## src/rtl/transmission_estimator.sv

```systemverilog
// ---------------------------------------------------------------------------
// transmission_estimator
//
// Purpose:
//   Converts the dark-channel pixel stream into a transmission map
//   t = 1 - OMEGA * dark / A (Q0.8), clamped below at T_MIN. The reciprocal
//   1/A is computed once per frame by a bit-serial restoring divider, so the
//   pixel path only needs multipliers.
//
// Ports:
//   clk, rst          pixel clock, synchronous active-high reset
//   dark              dark-channel pixel (8 bit)
//   hsync/vsync/en    sync and valid strobes aligned with dark
//   max_of_dark       frame maximum, candidate atmospheric light A
//   frame_done_flag   single-cycle end-of-frame pulse; captures A
//   t                 transmission, Q0.8, valid 3 cycles after dark
//   o_hsync/o_vsync/o_en  sync strobes delayed 3 cycles to align with t
//   a_value           atmospheric light currently used by the pixel path
//   recip_busy        high while the divider runs (DIV and LOAD)
//   o_fsm_state       debug view of the divider FSM (0 IDLE, 1 DIV, 2 LOAD)
//   o_recip           debug view of the reciprocal in use (65536 / A)
//
// Handshake: there is no backpressure. The pixel path accepts one sample
// per clock unconditionally; en is only carried along, never gates logic.
// ---------------------------------------------------------------------------
module transmission_estimator #(
   parameter logic [7:0] OMEGA = 8'd243,
   parameter logic [7:0] T_MIN = 8'd26
) (
   input  logic        clk,
   input  logic        rst,
   input  logic [7:0]  dark,
   input  logic        hsync,
   input  logic        vsync,
   input  logic        en,
   input  logic [7:0]  max_of_dark,
   input  logic        frame_done_flag,
   output logic [7:0]  t,
   output logic        o_hsync,
   output logic        o_vsync,
   output logic        o_en,
   output logic [7:0]  a_value,
   output logic        recip_busy,
   output logic [1:0]  o_fsm_state,
   output logic [16:0] o_recip
);

   typedef enum logic [1:0] {
      S_IDLE = 2'd0,
      S_DIV  = 2'd1,
      S_LOAD = 2'd2
   } state_t;

   state_t      r_state;
   logic [7:0]  r_a_next;
   logic [16:0] r_quot;
   logic [7:0]  r_rem;
   logic [4:0]  r_bit;
   logic [16:0] r_recip;
   logic [7:0]  r_a_value;

   // ---------------- reciprocal divider ----------------
   // Dividend is 65536: only bit 16 is set, so the next dividend bit is
   // simply "are we on the first step".
   logic [8:0] w_rem_shift;
   logic       w_rem_ge;
   logic [7:0] w_rem_next;

   always_comb begin
      w_rem_shift = {r_rem, (r_bit == 5'd16)};
      w_rem_ge    = (w_rem_shift >= {1'b0, r_a_next});
      w_rem_next  = w_rem_ge ? 8'(w_rem_shift - {1'b0, r_a_next})
                             : w_rem_shift[7:0];
   end

   always_ff @(posedge clk) begin
      if (rst) begin
         r_state   <= S_IDLE;
         r_a_next  <= 8'd255;
         r_quot    <= '0;
         r_rem     <= '0;
         r_bit     <= '0;
         r_recip   <= 17'd257;
         r_a_value <= 8'd255;
      end else if (frame_done_flag) begin
         // A new frame end always restarts the division, aborting any
         // run in progress; the old recip/a_value stay in use meanwhile.
         r_a_next <= (max_of_dark == 8'd0) ? 8'd1 : max_of_dark;
         r_quot   <= '0;
         r_rem    <= '0;
         r_bit    <= 5'd16;
         r_state  <= S_DIV;
      end else begin
         case (r_state)
            S_IDLE: begin
               r_state <= S_IDLE;
            end
            S_DIV: begin
               r_rem  <= w_rem_next;
               r_quot <= {r_quot[15:0], w_rem_ge};
               if (r_bit == 5'd0) begin
                  r_state <= S_LOAD;
               end else begin
                  r_bit <= r_bit - 5'd1;
               end
            end
            S_LOAD: begin
               r_recip   <= r_quot;
               r_a_value <= r_a_next;
               r_state   <= S_IDLE;
            end
            default: begin
               r_state <= S_IDLE;
            end
         endcase
      end
   end

   assign recip_busy  = (r_state != S_IDLE);
   assign a_value     = r_a_value;
   assign o_fsm_state = r_state;
   assign o_recip     = r_recip;

   // ---------------- pixel pipeline ----------------
   logic [15:0] r_p1;
   logic [7:0]  r_ratio;
   logic [2:0]  r_sync_d1;
   logic [2:0]  r_sync_d2;
   logic [15:0] w_p1;
   logic [32:0] w_prod;
   logic [16:0] w_ratio;
   logic [7:0]  w_ratio_sat;
   logic [7:0]  w_inv;

   always_comb begin
      w_p1        = 16'(dark) * 16'(OMEGA);
      // recip can be 65536 (A=1), so the product needs the full 33 bits.
      w_prod      = 33'(r_p1) * 33'(r_recip);
      w_ratio     = 17'(w_prod >> 16);
      w_ratio_sat = (|w_ratio[16:8]) ? 8'hFF : w_ratio[7:0];
      w_inv       = 8'd255 - r_ratio;
   end

   always_ff @(posedge clk) begin
      if (rst) begin
         r_p1      <= '0;
         r_ratio   <= '0;
         t         <= '0;
         r_sync_d1 <= '0;
         r_sync_d2 <= '0;
         o_hsync   <= 1'b0;
         o_vsync   <= 1'b0;
         o_en      <= 1'b0;
      end else begin
         r_p1      <= w_p1;
         r_ratio   <= w_ratio_sat;
         t         <= (w_inv < T_MIN) ? T_MIN : w_inv;
         r_sync_d1 <= {hsync, vsync, en};
         r_sync_d2 <= r_sync_d1;
         o_hsync   <= r_sync_d2[2];
         o_vsync   <= r_sync_d2[1];
         o_en      <= r_sync_d2[0];
      end
   end

endmodule

```

## config.mk

```make
export PLATFORM = sky130hd
export DESIGN_NAME = transmission_estimator
export DESIGN_NICKNAME = d
export VERILOG_FILES = /design/src/rtl/transmission_estimator.sv
export SDC_FILE = /design/constraint.sdc
export NUM_CORES = 1
export LEC_CHECK = 0
export CAP_MARGIN = 20
export CORE_MARGIN = 1.5
export CORE_UTILIZATION = 45
export DETAILED_ROUTE_END_ITERATION = 10
export GPL_TIMING_DRIVEN = 0
export PLACE_DENSITY_LB_ADDON = 0.15
export SLEW_MARGIN = 20
export SYNTH_ARGS = -nofsm -noshare
export SYNTH_HDL_FRONTEND = slang
export SYNTH_SLANG_ARGS = --single-unit
```

## constraint.sdc

```tcl
create_clock -name clk -period 6.99 [get_ports clk]
set_input_delay 1.398 -clock clk [delete_from_list [all_inputs] [get_ports clk]]
set_output_delay 1.398 -clock clk [all_outputs]
set_load 0.005 [all_outputs]
```

**Word level (Yosys, flattened, before mapping)**

Index checks and enable logic that the tools add are counted.

- $add $sub $neg: 3
- Multipliers: 2
- $lt $le $gt $ge: 2
- Equal/unequal tests: 5
- Muxes and demuxes: 10
- Bitwise operators: 3
- Reduce and logical (&&, ||, !) cells: 11

Operator list:

| cell | number |
|---|---|
| $mul 16x17->33 | 1 |
| $mux 8 | 3 |
| $mux 5 | 4 |
| $mul 8x8->16 const B | 1 |
| $ge 9x8->1 | 1 |
| $reduce_or 9->1 | 1 |
| $logic_not 8->1 | 1 |
| $lt 8x5->1 const B | 1 |
| $sub 8x8->8 | 1 |
| $sub 8x8->8 const A | 1 |
| $reduce_and 2->1 | 3 |
| $eq 5x5->1 const B | 1 |
| $logic_not 5->1 | 1 |
| $sub 5x1->5 const B | 1 |
| $reduce_bool 2->1 | 2 |
| $reduce_or 2->1 | 2 |
| $mux 1 | 3 |
| $ne 3x3->1 const B | 1 |
| $not 1->1 | 3 |
| $reduce_or 3->1 | 1 |
| $eq 2x1->1 const B | 1 |
| $eq 2x2->1 const B | 1 |
| $ne 2x2->1 const B | 1 |

- Flip-flop bits (word level): 106
- Output and inout bits: 39
- Word-level logic and storage cells: 54

**Depth between registers and ports, before layout**

Gate-level depths: netlist (run 1).

- Depth in word-level cells: 4
- Mapped depth: 24
- Depth with buffers taken out: 22

**Least setup slack after synthesis (run 1)**

No wires, ideal clock.

- Path kind: register -> register
- Start point: reg r_recip[10], in the netlist o_recip[10]
- End point: reg r_ratio[0]
- Library setup time: 0.155 ns
- Arrival: 6.042 ns
- Required time: 6.835 ns
- Setup slack: 0.793 ns
- Stages on the path, launching flop included: 21
- Path buffers: 1
- Cell sequence: dfxtp_1 -> clkbuf_1 -> nand2_1 -> fa_1 -> fa_1 -> fa_1 -> fa_1 -> inv_1 -> fa_1 -> inv_1 -> fa_1 -> inv_1 -> ha_1 -> a21o_1 -> a31oi_2 -> inv_1 -> o2111ai_1 -> and4_1 -> o211ai_2 -> a2111oi_4 -> a41oi_1

- Cells in the longest elaborated chain, start to end: 3

Ends and longest elaborated chain:

| item | RTL line | text |
|---|---|---|
| from (decl) | 59 | `logic [16:0] r_recip;` |
| from (signal assigned) | 108 | `r_recip <= r_quot;` |
| $mul 16x17->33 (*) | 138 | `w_prod = 33'(r_p1) * 33'(r_recip);` |
| $reduce_or 9->1 | 140 | `w_ratio_sat = (\|w_ratio[16:8]) ? 8'hFF : w_ratio[7:0];` |
| $mux 8 (*) | 140 |  |
| to (signal assigned) | 156 | `r_ratio <= w_ratio_sat;` |
| to (decl) | 126 | `logic [7:0] r_ratio;` |

Mark *: on every way between the ends. The rest lies on a longest branch, timed or not.
A chain may end at the register's enable or synchronous reset.

**Worst setup path after layout (run 1)**

- Start point: reg r_p1[6]
- End point: reg r_ratio[4]

- Cells in the longest elaborated chain, start to end: 3

Ends and longest elaborated chain:

| item | RTL line | text |
|---|---|---|
| from (decl) | 125 | `logic [15:0] r_p1;` |
| from (signal assigned) | 155 | `r_p1 <= w_p1;` |
| $mul 16x17->33 (*) | 138 |  |
| $reduce_or 9->1 | 140 |  |
| $mux 8 (*) | 140 |  |

Marks and branches as above.

==> results of run 1 <==
[placed cells by master, fill, tap and decap left out, types with 22 or more instances in the layout]
master,count
ha_1,153
fa_1,228
clkbuf_1,26
and2_1,154
nand2_1,225
a21oi_1,60
nor2_1,43
clkdlybuf4s50_1,60
clkbuf_2,27
dfxtp_1,84
inv_1,303
dfxtp_2,22
[cell families after synthesis]
family | after synthesis
simple gates | 513
fa+ha+maj | 381
buf+inv | 365
compound gates | 188
flops | 106
xor+xnor | 33
[layer usage]
layer	track usage	vias to the layer above	part of all wire
met2	0.3695	208	0.47
met5	0	-	0
met1	0.3145	5268	0.47
met3	0.02951	31	0.039
met4	0.05076	0	0.020
li1	-	5080	-
[power groups by stage]
| stage | logic (W) | registers (W) | clock network [W] |
|---|---|---|---|
| global placement | 0.00117 | 0.000777 | 0 |
| finish | 0.00117 | 0.000776 | 0.000504 |
| global route | 0.00133 | 0.000783 | 0.000539 |
| detailed placement | 0.00116 | 0.000776 | 0 |
| floorplan | 0.000844 | 0.000713 | 0 |
| CTS | 0.00118 | 0.000772 | 0.000513 |
[stage by stage]
stage,setup slack (ps),instances
floorplan,793.0,1586
detailed placement,-378.6,2042
CTS,1.920,2057
global placement,-389.7,2042
global route,-2.200,2058
finish,221.4,2058
[sequential cells by signal (all words and copies together) (netlist names), 5 cells and up]
name and count:
o_recip 17, r_quot 17, r_p1 16, a_value 8
r_a_next 8, r_ratio 8, r_rem 8, t 8
r_bit 5
[cell type report]
cell class | instances | area (sq um) | share of cell area
multi-input cells | 1115 | 10660 | 0.6821
flip-flops and latches | 106 | 2150 | 0.1376
inverters | 304 | 1141 | 0.07302
repair buffers | 61 | 608.1 | 0.03891
well taps | 396 | 495.5 | 0.03171
plain buffers | 60 | 275.3 | 0.01762
clock buffers | 9 | 225.2 | 0.01441
clock inverters | 7 | 72.57 | 0.004644
[timing repair]
action,in CTS,in global routing
hold buffers,0,0
setup endpoints to repair,8,8
gates resized for setup,35,34
buffers inserted,0,1
pin swaps,0,1
[worst paths after layout]
check | depth (start not counted) | start | end | slack, ps
worst min register to register | 1 | r_ratio[0] | t[0] | 430
worst max-delay path | 22 | r_p1[6] | r_ratio[4] | 220
worst max register to register | 22 | r_p1[6] | r_ratio[4] | 220
worst min-delay path | 1 | r_ratio[0] | t[0] | 430
==> flow_metrics.env, run 1 <==
export IMPL_syn_area_sq_um=14130
export IMPL_worstPathArrival_ps=6960
export IMPL_dr_pass1_iters=5
export IMPL_clk_pin_slew_ps=80
export IMPL_place_gp_congestion=0.8835
export IMPL_wl_microns=34710
export IMPL_syn_inst=1586
export IMPL_grtUsageTotal=0.2242
export IMPL_powerDensity_nw_per_um2=157.0
export IMPL_start_util=0.4595
export IMPL_synth_compound_area_frac=0.09352
export IMPL_clockRootBuffer="clkbuf_16"
export IMPL_p_clk_frac=0.206
export IMPL_p_leak_nw=7.440
export IMPL_cts_sinks=106
export IMPL_power_switching_w=0.001059
export IMPL_p_total_w=0.002453
export IMPL_switching_share=0.4318
export IMPL_postRouteAntennaNets=0
export IMPL_stdcell_area_sq_um=15630
export IMPL_yosysTopAreaCell="fa_1"
export IMPL_drt_iter0_drc=586
export IMPL_p_int_w=0.001394
export IMPL_via_per_inst=5.144
export IMPL_ioPinCount=61
export IMPL_port_buffers=60
export IMPL_critical_path_most_common_cell="fa_1"
export IMPL_critPathKind="flip-flop to flip-flop"
export IMPL_slew_headroom=0.5340
export IMPL_grt_pass1_vias=10913
export IMPL_grt_antenna_before_repair=0
export IMPL_tightest_slew_ps=691.7
export IMPL_synth_distinct_cells=64
export IMPL_synth_xor_area_share=0.02046
export IMPL_hold_viol=0
export IMPL_synth_area_leaders="fa_1 (32%), dfxtp_1 (15%), ha_1 (14%)"
export IMPL_synth_top_family_by_area="adder cells"
export IMPL_grt_pass1_wl_microns=57690
export IMPL_vias=10587
export IMPL_cts_buffers=9
export IMPL_slowest_stage="dfxtp_1"
export IMPL_drc=0
export IMPL_clockBufferDepth=2
export IMPL_vdd_drop_max_v=0.0001361
export IMPL_crit_buf_inv=7
export IMPL_drive_gt1_frac=0.05776
export IMPL_netlist_area_leader_share=0.3231
export IMPL_yosys_top_cells_count="inv_1 (303), fa_1 (228), nand2_1 (225)"
export IMPL_fin_nets=2060
export IMPL_ys_flop_type="dfxtp_1"
export IMPL_diodes=0
export IMPL_synthArstFlopShare=0
export IMPL_fin_skew_ps=9.525
export IMPL_p_seq_frac=0.316
export IMPL_wl_per_cell_microns=16.87
export IMPL_core_sq_um=30750
export IMPL_path_max_fanout=10
export IMPL_clk_latency_ps=360
export IMPL_max_freq_ghz=0.1477
export IMPL_nFillCells=3011
export IMPL_area_delta_synth_final_pct=10.60
export IMPL_drv_cap=0
export IMPL_avgSynthCellArea_sq_um=8.908
export IMPL_crit_family="adder cells"
export IMPL_grt_max_degree=21
export IMPL_seq_area_frac_synth=0.1502
export IMPL_dp_hpwl_microns=28500
export IMPL_syn_nets=1989
export IMPL_ys_warnings_count=0
export IMPL_critPathRequiredTime_ps=7190
export IMPL_setup_tns_ps=0
export IMPL_cp_start_kind="flip-flop"
export IMPL_grt_ovfl_total=0
export IMPL_status="finished, final reports clean"
export IMPL_hold_worst_slack_ps=432.1
export IMPL_timing_critical_path_slowest_cell_delay_ps=590
export IMPL_yosys_register_bits=106
export IMPL_setup_viol=0
export IMPL_die_area_sq_um=32470
export IMPL_min_period_over_period=0.9683
export IMPL_comb_power_share=0.478
export IMPL_period_needed_ps=6769
export IMPL_maxSlewViolCount=0
export IMPL_synthMuxAreaShare=0
export IMPL_rows=64
export IMPL_yosysMostFrequentCell="inv_1"
export IMPL_synthAdderAreaFrac=0.4586
export IMPL_synth_edf_count=0
export IMPL_cts_tree="yes"
export IMPL_endpoint_kind="flip-flop"
export IMPL_dieHeight_microns=180.2
export IMPL_worstPathCellList="clkbuf_2 > and2_1 > fa_1 > inv_1 > fa_1 > fa_1 > inv_1 > fa_1 > fa_1 > inv_1 > fa_1 > inv_1 > ha_1 > a21o_1 > a31oi_2 > inv_1 > nor3_2 > or3_1 > a211oi_1 > a2111oi_4 > buf_4 > a41oi_1"
export IMPL_place_area_sq_um=15220
export IMPL_hp_class="flip-flop to flip-flop"
export IMPL_die_w_microns=180.2
export IMPL_finalCoreUtilization=0.5082
export IMPL_cts_htree_levels=3
export IMPL_synthSimpleGateAreaFrac=0.1798
No activity file was read; power rests on OpenSTA's default activity.
==> inputs of run 2 (changes only) <==
==> constraint.sdc (replaced) <==
create_clock -name clk -period 8 [get_ports clk]
set_input_delay 1.6 -clock clk [delete_from_list [all_inputs] [get_ports clk]]
set_output_delay 1.6 -clock clk [all_outputs]
set_load 0.005 [all_outputs]
==> flow_metrics.env, run 2 (synthesis results as in run 1) <==
export IMPL_timing_rr_start="o_recip[7]"
export IMPL_slew_headroom=0.5193
export IMPL_period_needed_ps=7461
export IMPL_status="finished, final reports clean"
export IMPL_port_buffers=60
export IMPL_cts_sinks=106
export IMPL_wirelength_met1_microns=16450
export IMPL_grtUsageTotal=0.2243
export IMPL_die_w_microns=180.2
export IMPL_tightest_slew_ps=713.5
export IMPL_area_delta_synth_final_pct=9.865
export IMPL_hold_viol=0
export IMPL_via_per_inst=5.128
export IMPL_rows=64
export IMPL_drv_cap=0
export IMPL_wl_met2_microns=16270
export IMPL_p_leak_nw=7.317
export IMPL_start_util=0.4595
export IMPL_min_period_over_period=0.9326
export IMPL_diodes=0
export IMPL_clk_pin_slew_ps=80
export IMPL_p_clk_frac=0.206
export IMPL_wl_per_cell_microns=16.87
export IMPL_comb_power_share=0.481
export IMPL_clk_latency_ps=360
export IMPL_grt_antenna_before_repair=0
export IMPL_cts_buffers=9
export IMPL_route_met3_wl_microns=1383
export IMPL_endpoint_kind="flip-flop"
export IMPL_post_cts_buffers=0
export IMPL_rsz0062_at_grt="false"
export IMPL_drt_iter0_drc=634
export IMPL_worstHoldStart="r_ratio[0]"
export IMPL_critPathKind="flip-flop to flip-flop"
export IMPL_highest_layer="met4"
export IMPL_rr_worst_depth=22
export IMPL_setup_tns_ps=0
export IMPL_die_area_sq_um=32470
export IMPL_final_cell_mix="inv_1 (303), fa_1 (228), nand2_1 (225)"
export IMPL_place_gp_congestion=0.8835
export IMPL_maxSlewViolCount=0
export IMPL_power_switching_w=0.0009247
export IMPL_vdd_drop_max_v=0.0001186
export IMPL_p_int_w=0.001211
export IMPL_grt_max_degree=21
export IMPL_cts_resized_gates=0
export IMPL_postRouteAntennaNets=0
export IMPL_fin_nets=2060
export IMPL_layout_commonest_cell="inv_1"
export IMPL_vias=10553
export IMPL_p_seq_frac=0.313
export IMPL_switching_share=0.4330
export IMPL_crit_path_start="o_recip[7]"
export IMPL_cts_htree_levels=3
export IMPL_drive_gt1_frac=0.02347
export IMPL_cts_tree="yes"
export IMPL_ioPinCount=61
export IMPL_r2r_end="r_ratio[4]"
export IMPL_cts_hold_buf=0
export IMPL_setup_viol=0
export IMPL_critPathRequiredTime_ps=8180
export IMPL_dp_hpwl_microns=28500
export IMPL_grt_pass1_vias=10907
export IMPL_clockBufferDepth=2
export IMPL_powerDensity_nw_per_um2=137.6
export IMPL_max_freq_ghz=0.1340
export IMPL_clockRootBuffer="clkbuf_16"
export IMPL_core_sq_um=30750
export IMPL_grt_pass1_wl_microns=57690
export IMPL_wl_microns=34730
export IMPL_cp_start_kind="flip-flop"
export IMPL_fin_skew_ps=10.32
export IMPL_worstPathArrival_ps=7640
export IMPL_hp_class="flip-flop to flip-flop"
export IMPL_path_max_fanout=10
export IMPL_dieHeight_microns=180.2
export IMPL_whs_endpoint="t[0]"
export IMPL_grt_ovfl_total=0
export IMPL_dr_pass1_iters=7
export IMPL_drc=0
export IMPL_finalCoreUtilization=0.5048
export IMPL_rrSetupSlack_ps=540
export IMPL_hold_depth=1
-- run 2: power groups by stage --
| stage | combinational, W | sequential, W | clock [W] |
|---|---|---|---|
| floorplan | 0.000738 | 0.000623 | 0 |
| global placement | 0.00102 | 0.000679 | 0 |
| detailed placement | 0.00102 | 0.000678 | 0 |
| CTS | 0.00103 | 0.000667 | 0.000448 |
| global route | 0.00117 | 0.000674 | 0.000471 |
| finish | 0.00103 | 0.000668 | 0.000441 |
-- run 2: how the worst max path moves through the flow --
stage,to,slack [ps],cells past startpoint
finish,r_ratio[4],540,22
global route,r_ratio[3],240,23
CTS,r_ratio[4],560,22
detailed placement,r_ratio[4],630,22
global placement,r_ratio[1],620,22
floorplan,r_ratio[0],1800,20
-- run 2: metrics by stage --
| step | instances | area [sq um] | hold WS [ps] | power [W] | setup slack [ps] |
|---|---|---|---|---|---|
| 5_1_grt | 2058 | 15520 | 446.7 | 0.002313 | 240.4 |
| 4_1_cts | 2058 | 15520 | 437.1 | 0.002148 | 564.0 |
| 6_report | 2058 | 15520 | 430.2 | 0.002136 | 539.3 |
| 2_1_floorplan | 1586 | 14130 | 368.2 | 0.001361 | 1803 |
| 3_3_place_gp | 2042 | 15220 | 418.5 | 0.001697 | 620.3 |
| 3_5_place_dp | 2042 | 15220 | 417.8 | 0.001694 | 631.4 |
-- run 2: cell type report --
type                       instances  area, sq um
tap                              396        495.5
inverter                         304         1141
fill                            3005        15230
timing repair buffer              60        600.6
sequential                       106         2122
clock inverter                     7        72.57
buffer                            61        236.5
clock buffer                       9        225.2
multi-input combinational       1115        10630
-- run 2: metal layers --
layer	up-vias	track usage
li1	5080	-
met1	5252	0.3150
met2	194	0.3699
met3	27	0.02890
met4	0	0.04975
met5	-	0
-- run 2: worst max-delay path: stages, from the launching register on --
cell and delay [ps]:
dfxtp_1 670, clkbuf_1 560, nand2_1 180, fa_1 570, inv_1 50, fa_1 500, inv_1 50, fa_1 530
inv_1 50, fa_1 460, fa_1 500, inv_1 60, fa_1 520, inv_1 60, ha_1 370, nand4_2 210
o211ai_1 140, a211oi_1 600, nor3_1 130, a21oi_1 200, xnor2_1 130, a2111oi_4 490, a41oi_1 230
